**src/rtl/fetch_unit_if.sv**
```systemverilog
// Fetch stage bus: control inputs from hazard/execute, async imem port,
// and the decoded slot presented to the fetch/decode pipeline register.
interface fetch_unit_if #(
   parameter int ADDR_W = 32
);
   logic              stall;
   logic              branch_taken;
   logic [ADDR_W-1:0] branch_target;
   logic              int_req;
   logic [ADDR_W-1:0] imem_addr;
   logic [15:0]       imem_data;
   logic [4:0]        opcode;
   logic [2:0]        rs;
   logic [2:0]        rd;
   logic [4:0]        shmnt;
   logic [ADDR_W-1:0] pc_out;
   logic [ADDR_W-1:0] next_inst_addr;
   logic              int1;
   logic              int2;
   logic              valid;

   modport master (
      input  stall, branch_taken, branch_target, int_req, imem_data,
      output imem_addr, opcode, rs, rd, shmnt, pc_out, next_inst_addr,
             int1, int2, valid
   );

   modport slave (
      output stall, branch_taken, branch_target, int_req, imem_data,
      input  imem_addr, opcode, rs, rd, shmnt, pc_out, next_inst_addr,
             int1, int2, valid
   );
endinterface

```
**src/rtl/fetch_unit.sv**
```systemverilog
// Instruction fetch: owns the PC, loads reset/interrupt vectors as two 16-bit
// halves, and presents one decoded slot per cycle (combinational from state).
module fetch_unit #(
   parameter int                ADDR_W       = 32,
   parameter logic [ADDR_W-1:0] RST_VEC_ADDR = ADDR_W'(0),
   parameter logic [ADDR_W-1:0] INT_VEC_ADDR = ADDR_W'(2),
   parameter logic [4:0]        NOP_OPCODE   = 5'b00000
) (
   input  logic        clk,
   input  logic        rst_n,
   fetch_unit_if.master bus
);
   typedef enum logic [1:0] {RST_LO, RST_HI, RUN, INT2} state_t;

   state_t            state;
   logic [ADDR_W-1:0] pc;
   logic [15:0]       vec_lo;
   logic              int_pend;

   logic [ADDR_W-1:0] pc_inc;
   logic [ADDR_W-1:0] vec_pc;
   logic              int_clr;

   assign pc_inc  = pc + ADDR_W'(1);
   assign vec_pc  = ADDR_W'({bus.imem_data, vec_lo});
   assign int_clr = (state == RUN) && !bus.branch_taken && !bus.stall && int_pend;

   always_comb begin
      bus.imem_addr      = RST_VEC_ADDR;
      bus.opcode         = NOP_OPCODE;
      bus.rs             = 3'd0;
      bus.rd             = 3'd0;
      bus.shmnt          = 5'd0;
      bus.pc_out         = '0;
      bus.next_inst_addr = '0;
      bus.int1           = 1'b0;
      bus.int2           = 1'b0;
      bus.valid          = 1'b0;
      case (state)
         RST_LO: bus.imem_addr = RST_VEC_ADDR;
         RST_HI: bus.imem_addr = RST_VEC_ADDR + ADDR_W'(1);
         RUN: begin
            if (bus.branch_taken) begin
               bus.imem_addr = pc;
            end else if (!bus.stall && int_pend) begin
               bus.imem_addr = INT_VEC_ADDR;
               bus.pc_out    = pc;
               bus.int1      = 1'b1;
               bus.valid     = 1'b1;
            end else begin
               // a stalled slot still shows the instruction at pc
               bus.imem_addr      = pc;
               bus.opcode         = bus.imem_data[15:11];
               bus.rs             = bus.imem_data[10:8];
               bus.rd             = bus.imem_data[7:5];
               bus.shmnt          = bus.imem_data[4:0];
               bus.pc_out         = pc;
               bus.next_inst_addr = pc_inc;
               bus.valid          = 1'b1;
            end
         end
         INT2: begin
            bus.imem_addr = INT_VEC_ADDR + ADDR_W'(1);
            // an older branch resolving here corrects the saved return address
            bus.pc_out    = bus.branch_taken ? bus.branch_target : pc;
            bus.int2      = 1'b1;
            bus.valid     = 1'b1;
         end
         default: ;
      endcase
   end

   always_ff @(posedge clk or negedge rst_n) begin
      if (!rst_n) begin
         state    <= RST_LO;
         pc       <= '0;
         vec_lo   <= '0;
         int_pend <= 1'b0;
      end else begin
         // a new request in the clearing cycle wins, so it stays queued
         int_pend <= bus.int_req | (int_pend & ~int_clr);
         case (state)
            RST_LO: begin
               vec_lo <= bus.imem_data;
               state  <= RST_HI;
            end
            RST_HI: begin
               pc    <= vec_pc;
               state <= RUN;
            end
            RUN: begin
               if (bus.branch_taken) begin
                  pc <= bus.branch_target;
               end else if (bus.stall) begin
                  pc <= pc;
               end else if (int_pend) begin
                  vec_lo <= bus.imem_data;
                  state  <= INT2;
               end else begin
                  pc <= pc_inc;
               end
            end
            INT2: begin
               if (!bus.stall) begin
                  pc    <= vec_pc;
                  state <= RUN;
               end
            end
            default: state <= RST_LO;
         endcase
      end
   end
endmodule
```
**src/flat_wrapper.sv**
```systemverilog
// flat-port wrapper written by rule: the top's interface ports become plain ports
module fetch_unit_flat 
#(
   parameter int                ADDR_W       = 32,
   parameter logic [ADDR_W-1:0] RST_VEC_ADDR = ADDR_W'(0),
   parameter logic [ADDR_W-1:0] INT_VEC_ADDR = ADDR_W'(2),
   parameter logic [4:0]        NOP_OPCODE   = 5'b00000
)
  (clk, rst_n, bus_stall, bus_branch_taken, bus_branch_target, bus_int_req, bus_imem_data, bus_imem_addr, bus_opcode, bus_rs, bus_rd, bus_shmnt, bus_pc_out, bus_next_inst_addr, bus_int1, bus_int2, bus_valid);
  fetch_unit_if #(.ADDR_W(ADDR_W)) bus_i ();
  input  logic clk;
  input  logic rst_n;
  input wire logic [$bits(bus_i.stall)-1:0] bus_stall;
  input wire logic [$bits(bus_i.branch_taken)-1:0] bus_branch_taken;
  input wire logic [$bits(bus_i.branch_target)-1:0] bus_branch_target;
  input wire logic [$bits(bus_i.int_req)-1:0] bus_int_req;
  input wire logic [$bits(bus_i.imem_data)-1:0] bus_imem_data;
  output wire logic [$bits(bus_i.imem_addr)-1:0] bus_imem_addr;
  output wire logic [$bits(bus_i.opcode)-1:0] bus_opcode;
  output wire logic [$bits(bus_i.rs)-1:0] bus_rs;
  output wire logic [$bits(bus_i.rd)-1:0] bus_rd;
  output wire logic [$bits(bus_i.shmnt)-1:0] bus_shmnt;
  output wire logic [$bits(bus_i.pc_out)-1:0] bus_pc_out;
  output wire logic [$bits(bus_i.next_inst_addr)-1:0] bus_next_inst_addr;
  output wire logic [$bits(bus_i.int1)-1:0] bus_int1;
  output wire logic [$bits(bus_i.int2)-1:0] bus_int2;
  output wire logic [$bits(bus_i.valid)-1:0] bus_valid;
  assign bus_i.stall = bus_stall;
  assign bus_i.branch_taken = bus_branch_taken;
  assign bus_i.branch_target = bus_branch_target;
  assign bus_i.int_req = bus_int_req;
  assign bus_i.imem_data = bus_imem_data;
  assign bus_imem_addr = bus_i.imem_addr;
  assign bus_opcode = bus_i.opcode;
  assign bus_rs = bus_i.rs;
  assign bus_rd = bus_i.rd;
  assign bus_shmnt = bus_i.shmnt;
  assign bus_pc_out = bus_i.pc_out;
  assign bus_next_inst_addr = bus_i.next_inst_addr;
  assign bus_int1 = bus_i.int1;
  assign bus_int2 = bus_i.int2;
  assign bus_valid = bus_i.valid;
  fetch_unit #(.ADDR_W(ADDR_W), .RST_VEC_ADDR(RST_VEC_ADDR), .INT_VEC_ADDR(INT_VEC_ADDR), .NOP_OPCODE(NOP_OPCODE)) u_core (.clk(clk), .rst_n(rst_n), .bus(bus_i));
endmodule
```
**config.mk**
```make
export PLATFORM = sky130hd
export DESIGN_NAME = fetch_unit_flat
export DESIGN_NICKNAME = d
export VERILOG_FILES = /design/src/rtl/fetch_unit_if.sv /design/src/rtl/fetch_unit.sv /design/src/flat_wrapper.sv
export SDC_FILE = /design/constraint.sdc
export NUM_CORES = 1
export LEC_CHECK = 0
export CORE_UTILIZATION = 40
export CTS_BUF_LIST = sky130_fd_sc_hd__clkbuf_2 sky130_fd_sc_hd__clkbuf_4 sky130_fd_sc_hd__clkbuf_8
export DETAILED_ROUTE_END_ITERATION = 8
export HOLD_SLACK_MARGIN = 0.15
export PLACE_DENSITY = 0.73
export SYNTH_ARGS = -nofsm -noshare
export SYNTH_HDL_FRONTEND = slang
export SYNTH_SLANG_ARGS = --single-unit
```
**constraint.sdc**
```tcl
create_clock -name clk -period 2.32 [get_ports clk]
set_input_delay 0.464 -clock clk [delete_from_list [all_inputs] [get_ports clk]]
set_output_delay 0.464 -clock clk [all_outputs]
set_load 0.01 [all_outputs]
```
==> results.cfg <==
[outcome]
status = complete, but fails checks
violations = negative setup slack

[timing]
final-setup-viol-count = 23
setup_ws_ns = -0.3557
post-route-period-util = 1.153
timing.hold.ws_ns = 0.2456
clock_skew_ns = 0.008159
slew-limit-headroom = 0.5342
hold_viol = 0
rsz0062_at_grt = yes
fin_crit_ns = 2.676
worst_slew_pin_slew_ns = 0.6987
drv_slew = 0
fmax_mhz = 373.7

[drt]
drc = 0
wl_per_cell_um = 21.86
wl_met1_um = 8864
wl_met3_um = 2492
dr.max_layer_used = met5
dr.pass1.iters = 5
wl_met2_um = 10770
vias = 6587
routed_wirelength_um = 23300
detail-route-antenna-nets = 0
first_iter_violations = 665
avgViaCountPerCell = 6.179

[yosys]
yosysMostFrequentCell = nor2_1
async_flop_share = 1.000
synth_edf_count = 0
synth_top_area_share = 0.2780
synth.distinct_cells = 58
synth_fp_nets = 656
synth.avg_cell_area_sq_um = 7.626
yosysTopAreaCell = dfrtp_1
yosysWarnings = 0
netlist_top_cells_area = dfrtp_1 28%, and3_1 6.8%, nor2b_1 6.0%
yosysSeqAreaShare = 0.2780
synthCells = 602
syn_area_sq_um = 4591
ys_top_cells_by_count = 71 x nor2_1, 51 x dfrtp_1, 50 x and3_1
ys_ff_latch = 51
synth-main-ff-cell = dfrtp_1

[setup_path]
path_max_fanout = 4
reg2reg_depth = 13
worstPathArrival_ns = 2.21
path_class = reg -> out
required_ns = 1.86
worst_setup_path_end_kind = output port
startpoint_type = register

[clock_tree]
worstSkewPairLatency_ns = 0.32
clk_pin_slew_ns = 0.11
cts-htree-levels = 2
cts_root_buf = clkbuf_8
clockBufferDepth = 2
cts_tree = done
clkSinkCount = 51
cts_buffers = 5

[power_and_ir_drop]
power_density_nw_per_um2 = 712.8
leakagePower_nw = 3.914
ir_drop_uv = 413.9

[layout]
area_growth_pct = 80.76
final_layout_size_suffix_gt1_frac = 0.3823
fill_cells = 837
utilization = 0.7523
design_area_sq_um = 8298
antenna_cells = 0
nNetsFinal = 979

[floorplanning]
die_area_sq_um = 11910
core_area_sq_um = 11030
fp-row-count = 38
ios = 168
initial_utilization = 0.4162
die_h_um = 109.1
die_x_um = 109.1

[grt]
grt_pass1_vias = 6164
grt_first_pass_wirelength_um = 33440
overflow = 0
track_usage = 0.3725
grt_antenna_before_repair = 1
grt_start_max_net_pins = 52

[job]
max-cap-violations = 0

[placement]
port-buffer-count = 167
postPlaceCellArea_sq_um = 7287
dp_slack_ns = -0.5073
place_congestion = 0.9412
dp_hpwl_um = 15610

[worst_hold_path]
min_path_type = in -> async
[stage by stage]
step	cells	TNS, ns	total power, mW
2_1_floorplan	602	0	2.928
3_3_place_gp	988	-43.29	4.664
3_5_place_dp	988	-49.97	4.715
4_1_cts	1051	-3.764	5.588
5_1_grt	1066	-6.207	6.162
6_report	1066	-4.739	5.915
[where the power goes]
group,total (mW),switching [mW],internal (mW)
logic,3.75,1.92,1.83
registers,1.39,0.241,1.14
clock network,0.777,0.347,0.431
[layer usage]
metal	vias to the layer above	global-route usage
met2	466	0.5777
met3	99	0.08906
met5	-	0
met4	2	0.1931
li1	2816	-
met1	3204	0.4793
[cell usage in the layout (no fill, tap or decap), types with 7 or more instances in the layout]
cell               n
a211oi_1          15
a21oi_1           28
a22oi_1           23
a31oi_1            7
and3_1            47
buf_12             8
buf_2             27
buf_4            169
buf_6             31
clkbuf_2          17
clkdlybuf4s15_1   20
clkdlybuf4s50_1   51
dfrtp_1           51
dlygate4sd2_1     49
mux2_2            17
nand2_1           38
nand4_1           12
nor2_1            62
nor2_4             7
nor2b_1           43
nor3_1            14
o21ai_0            9
o22ai_1           10
xnor2_1            9
xor2_1            10
[layout make-up]
class,instances,area (sq um),share of cell area
well taps,140,175.2,0.02111
clock inverters,3,67.56,0.008142
inverters,7,28.78,0.003468
repair buffers,377,3206,0.3863
clock buffers,5,68.82,0.008293
flip-flops and latches,51,1276,0.1538
multi-input cells,483,3476,0.4189
[path summary, 6_finish.rpt]
| kind | from | to | slack, ns |
|---|---|---|---|
| min | rst_n | u_core.vec_lo[3] | 0.25 |
| max in group asynchronous | rst_n | u_core.pc[23] | 1.60 |
| min reg2reg | u_core.vec_lo[2] | u_core.vec_lo[2] | 0.52 |
| max reg2reg | u_core.pc[1] | u_core.pc[18] | 0.06 |
| max | u_core.pc[1] | bus_next_inst_addr[18] | -0.36 |
| min in group clk | u_core.vec_lo[2] | u_core.vec_lo[2] | 0.52 |
[state kept, by name (all words and copies together), names as in the netlist]
name,flops
u_core.pc,32
u_core.vec_lo,16
u_core.state,2
u_core.int_pend,1
[what timing repair did]
action / 4_1_cts / 5_1_grt
gates cloned: 1 / 0
setup endpoints to repair: 123 / 75
gates resized for setup: 298 / 94
pin swaps: 38 / 35
hold buffers: 0 / 0
setup buffers: 58 / 25
[cell families after synthesis]
logic type               count (synthesis)  share of synthesized area
buffers and inverters                   68                    0.05996
XOR/XNOR                                29                    0.05533
multiplexers                            23                    0.05478
adder cells (fa/ha/maj)                  1                   0.002725
AO/OA/AOI/OAI                          144                     0.2197
AND/OR/NAND/NOR                        286                     0.3295
flip-flops                              51                     0.2780
[critical path, stage by stage, from the launching register on]
cell and delay [ns]:
dfrtp_1 0.38, ha_2 0.19, buf_4 0.11, buf_6 0.09, and4_4 0.24, buf_12 0.10, nand2b_4 0.07, buf_6 0.13
nor3_4 0.21, xnor2_1 0.16, nor2_1 0.07, buf_2 0.14
Note: power is estimated with default switching activity, not from simulation.
